`src/rtl/prog_loader.sv`:
```
// prog_loader: framed byte-stream loader for the instruction memory.
//
// Frame format: len[7:0], len[15:8], len payload bytes, XOR checksum.
// Payload byte i is written to byte address i. The core is held in reset
// while a load is in progress.
//
// Ports:
//   clk, rst       - rising-edge clock, asynchronous active-high reset
//   start          - arm pulse, only looked at while idle
//   rx_data/valid  - incoming byte stream (valid/ready)
//   rx_ready       - high in every non-idle state
//   mem_we/addr/wdata - registered byte write port
//   busy/core_hold - load in progress (identical)
//   done/err       - sticky completion / abort flags, cleared by start
module prog_loader #(
    parameter int MEM_BYTES = 1024,
    parameter int ADDR_W    = 10,
    parameter int TIMEOUT   = 1000000
) (
    input  logic              clk,
    input  logic              rst,
    input  logic              start,
    input  logic [7:0]        rx_data,
    input  logic              rx_valid,
    output logic              rx_ready,
    output logic              mem_we,
    output logic [ADDR_W-1:0] mem_addr,
    output logic [7:0]        mem_wdata,
    output logic              busy,
    output logic              core_hold,
    output logic              done,
    output logic              err
);

    localparam int TW = $clog2(TIMEOUT + 1);

    typedef enum logic [2:0] {
        S_IDLE, S_LEN_LO, S_LEN_HI, S_DATA, S_CSUM
    } state_t;

    state_t state, state_n;

    logic [15:0]     len;
    logic [ADDR_W:0] cnt;
    logic [7:0]      csum;
    logic [TW-1:0]   tcnt;

    logic        acc, tmo, len_big, last_byte, wr_byte;
    logic        set_done, set_err, arm;
    logic [15:0] full_len;

    assign rx_ready  = (state != S_IDLE);
    assign busy      = rx_ready;
    assign core_hold = busy;
    assign acc       = rx_valid && rx_ready;
    assign wr_byte   = (state == S_DATA) && acc;

    // Length as it will be once the high byte currently on rx_data lands.
    assign full_len  = {rx_data, len[7:0]};
    assign len_big   = 32'(full_len) > 32'(MEM_BYTES);
    // Counter is one bit wider than the address so len == MEM_BYTES ends cleanly.
    assign last_byte = (32'(cnt) + 32'd1) == 32'(len);
    // Fires on the TIMEOUT-th consecutive idle cycle since the last accepted byte.
    assign tmo       = (state != S_IDLE) && !acc && (tcnt == TW'(TIMEOUT - 1));

    always_ff @(posedge clk or posedge rst) begin
        if (rst) state <= S_IDLE;
        else     state <= state_n;
    end

    always_comb begin
        state_n  = state;
        set_done = 1'b0;
        set_err  = 1'b0;
        arm      = 1'b0;
        case (state)
            S_IDLE: begin
                if (start) begin
                    arm     = 1'b1;
                    state_n = S_LEN_LO;
                end
            end
            S_LEN_LO: begin
                if (acc) state_n = S_LEN_HI;
            end
            S_LEN_HI: begin
                if (acc) begin
                    if (len_big) begin
                        set_err = 1'b1;
                        state_n = S_IDLE;
                    end else if (full_len == 16'd0) begin
                        state_n = S_CSUM;
                    end else begin
                        state_n = S_DATA;
                    end
                end
            end
            S_DATA: begin
                if (acc && last_byte) state_n = S_CSUM;
            end
            S_CSUM: begin
                if (acc) begin
                    if (rx_data == csum) set_done = 1'b1;
                    else                 set_err  = 1'b1;
                    state_n = S_IDLE;
                end
            end
            default: state_n = S_IDLE;
        endcase
        if (tmo) begin
            set_err = 1'b1;
            state_n = S_IDLE;
        end
    end

    always_ff @(posedge clk or posedge rst) begin
        if (rst) begin
            len       <= '0;
            cnt       <= '0;
            csum      <= '0;
            tcnt      <= '0;
            mem_we    <= 1'b0;
            mem_addr  <= '0;
            mem_wdata <= '0;
            done      <= 1'b0;
            err       <= 1'b0;
        end else begin
            mem_we <= wr_byte;
            if (wr_byte) begin
                mem_addr  <= cnt[ADDR_W-1:0];
                mem_wdata <= rx_data;
                cnt       <= cnt + 1'b1;
                csum      <= csum ^ rx_data;
            end
            if (state == S_LEN_LO && acc) len[7:0] <= rx_data;
            if (state == S_LEN_HI && acc) begin
                len[15:8] <= rx_data;
                cnt       <= '0;
            end
            if (state == S_IDLE || acc) tcnt <= '0;
            else                        tcnt <= tcnt + 1'b1;
            if (arm) begin
                done <= 1'b0;
                err  <= 1'b0;
                csum <= '0;
                len  <= '0;
                cnt  <= '0;
            end
            if (set_done) done <= 1'b1;
            if (set_err)  err  <= 1'b1;
        end
    end

endmodule

```
`config.mk`:
```
export PLATFORM = sky130hd
export DESIGN_NAME = prog_loader
export DESIGN_NICKNAME = d
export VERILOG_FILES = /design/src/rtl/prog_loader.sv
export SDC_FILE = /design/constraint.sdc
export NUM_CORES = 1
export LEC_CHECK = 0
export BUFFER_PORTS_ARGS = -buffer_cell sky130_fd_sc_hd__buf_2
export CORE_UTILIZATION = 50
export DETAILED_ROUTE_END_ITERATION = 8
export PLACE_DENSITY = 0.69
export SYNTH_ARGS = -nofsm -noshare
export SYNTH_HDL_FRONTEND = slang
export SYNTH_SLANG_ARGS = --single-unit
```
`constraint.sdc`:
```
create_clock -name clk -period 3.2 [get_ports clk]
set_input_delay 0.64 -clock clk [delete_from_list [all_inputs] [get_ports clk]]
set_output_delay 0.64 -clock clk [all_outputs]
set_load 0.02 [all_outputs]
```
==> out/results.txt <==
Outcome: complete, no violations
CTS tree: built
GR Overflow Total: 0
H-tree levels: 3
Sequential share of the synthesized area: 0.4972
Vias in the first global route: 3,016
Layout cells sized above 1: 0.1494
Worst-Margin Slew: 920.7 ps
Final core area utilization: 0.5740
Startpoint types: register
Netlist cell types: 49
CTS Buf Count: 9
Post-route minimum period: 2436 ps
Row cnt: 32
Commonest non-fill, non-tap cell in the layout: dfrtp_1
Fin crit share: 0.7613
Vias/cell: 5.585
Largest net degree at the start of global routing: 45
# Max-Cap Violations: 0
# hold bufs at CTS: 0
Worst skew pair latency: 350 ps
Pre-antenna DRT Iters: 4
Syn Inst Count: 428
Initial antenna violation count: 0
Setup TNS: 0 ps
GRT Overall Usage: 0.2263
Critical Path AT: 2700 ps
P per Cell Area: 765.6 mW/mm^2
R2R cell count: 7
VDD IR max: 434.6 uV
Total Routed Length: 8471 um
CP Capture Type: register
Postcts setup bufs: 0
Final Max Slew Viols: 0
Worst path max stage delay: 510 ps
First-pass GRT wire length: 14,780 um
Core ar.: 0.007727 sq mm
Root Driver: clkbuf_8
YS warnings: 0
RSZ-0062 raised after global routing: false
Commonest cells after routing, fill and taps aside: dfrtp_1, nand2_1, nor2_1, o21ai_0, buf_2
Netlist Area Pre-Place: 0.003976 sq mm
Sinks on Clock Net: 79
Post-route ant nets: 0
CP Class: reg2reg
Vert. Die Dim: 91.18 um
Max clock buf depth: 2
Worst hold path class: in2async
Synth Net Count: 442
I/O Buffers: 35
Area Overhead vs Synth: 11.55%
# diodes: 0
Total number of vias: 3,150
Post-synth EDFFs: 0
IO Pins: 36
Placed cell areas: 0.004202 sq mm
Critical path peak fanout: 8
Slowest CP cell: or4_4
Synth Register Bits: 79
Slew Limit Headroom: 0.3815
Initial drt markers: 143
Pleak: 0.002075 uW
Die area: 0.008313 sq mm
Initial core utilization: 0.5146
Syn avg cell area: 9.290 sq um
Skew final: 15.30 ps
Final Setup Violations: 0
Die X: 91.18 um
Drt drc: 0
Ys async rst share: 1.000
Post-CTS resize count: 0
Final HPWL DP: 5990 um
GP Congestion: 0.8588
Top_reg_cell synth: dfrtp_1
Data required time of the worst path: 3470 ps
Nets: 472
Worst-path clk slew: 90 ps
Final hold vios: 0
Wire per inst: 15.02 um
Crit path cell chain: ha_1 > nand3_4 > or3_1 > a21oi_1 > o221ai_1 > or4_4 > a211oi_2
Highest Clock Rate: 410.5 MHz
Finished Cell Area: 0.004436 sq mm
==> flip-flops by register name (all words and copies together), names as in the netlist <==
| register | count |
|---|---|
| mem_we | 1 |
| csum | 8 |
| tcnt | 20 |
| done | 1 |
| err | 1 |
| len | 16 |
| mem_addr | 10 |
| cnt | 11 |
| state | 3 |
| mem_wdata | 8 |
==> metal layers <==
metal / track usage / vias to the layer above / part of all wire
met2: 0.3731 / 58 / 0.48
met4: 0.08862 / 0 / 0.016
met3: 0.04104 / 14 / 0.040
met5: 0 / - / 0
li1: - / 1542 / -
met1: 0.2966 / 1536 / 0.47
==> where the power goes <==
| group | internal, uW | total, uW | switching [uW] |
|---|---|---|---|
| registers | 1230 | 1480 | 243 |
| clock network | 512 | 871 | 359 |
| logic | 428 | 1050 | 619 |
| total | 2170 | 3400 | 1220 |
==> worst max-delay path, delay by kind of cell, from the launching register on <==
family,cells,cell delay (ps)
and+or+nand+nor,3,1010
DFF,1,450
adders and majority gates,1,390
AOI/OAI and AO/OA,3,500
==> kinds of logic (layout without fill, tap and decap cells) <==
group	count (synthesis)	after routing	synth area share
and+or+nand+nor	192	192	0.2300
AOI/OAI and AO/OA	82	82	0.1309
DFF	79	79	0.4972
xor gates and xnor gates	40	40	0.08811
buffers and inverters	30	64	0.03964
muxes	3	3	0.007867
adders and majority gates	2	2	0.006292
==> cell type report <==
type	instances	area [sq um]
Fill cell	697	3292
Inverter	7	27.53
Tap cell	102	127.6
Timing Repair Buffer	42	227.7
Clock inverter	6	110.1
Multi-Input combinational cell	319	1842
Sequential cell	79	1977
Clock buffer	9	123.9
==> path summary, 6_finish.rpt <==
check	from	to	slack, ps
max	cnt[0]	state[2]	760
min	rst	tcnt[12]	380
max reg2reg	cnt[0]	state[2]	760
min reg2reg	mem_addr[3]	mem_addr[3]	470
max in group asynchronous	rst	mem_addr[5]	2060
min in group clk	mem_addr[3]	mem_addr[3]	470
==> synthesized netlist by cell type, types with 3 or more instances <==
| master | count | area [sq um] |
|---|---|---|
| xnor2_1 | 20 | 175.2 |
| xor2_1 | 20 | 175.2 |
| nand2_1 | 74 | 277.8 |
| a22o_1 | 16 | 140.1 |
| nand4_1 | 5 | 31.28 |
| clkbuf_1 | 12 | 45.04 |
| o21ai_0 | 38 | 190.2 |
| nor2_1 | 47 | 176.4 |
| or3_1 | 6 | 37.54 |
| nor3_1 | 13 | 65.06 |
| buf_4 | 3 | 22.52 |
| a21oi_1 | 13 | 65.06 |
| o31ai_1 | 6 | 45.04 |
| and3_1 | 5 | 31.28 |
| inv_1 | 6 | 22.52 |
| nor4_1 | 6 | 37.54 |
| nand3_1 | 15 | 75.07 |
| buf_6 | 4 | 45.04 |
| dfrtp_1 | 79 | 1977 |
==> per-stage QoR <==
| stage | hold WS (ps) | setup slack, ps | total power, uW | instances |
|---|---|---|---|---|
| after floorplan | 464.0 | 536.6 | 2254 | 428 |
| after global placement | 452.4 | 852.4 | 2520 | 549 |
| after detailed placement | 456.5 | 778.2 | 2552 | 549 |
| after CTS | 397.6 | 754.5 | 3421 | 564 |
| after global routing | 447.3 | 563.4 | 3624 | 564 |
| final | 382.7 | 763.7 | 3396 | 564 |
Power figures use the tool's default switching activity.
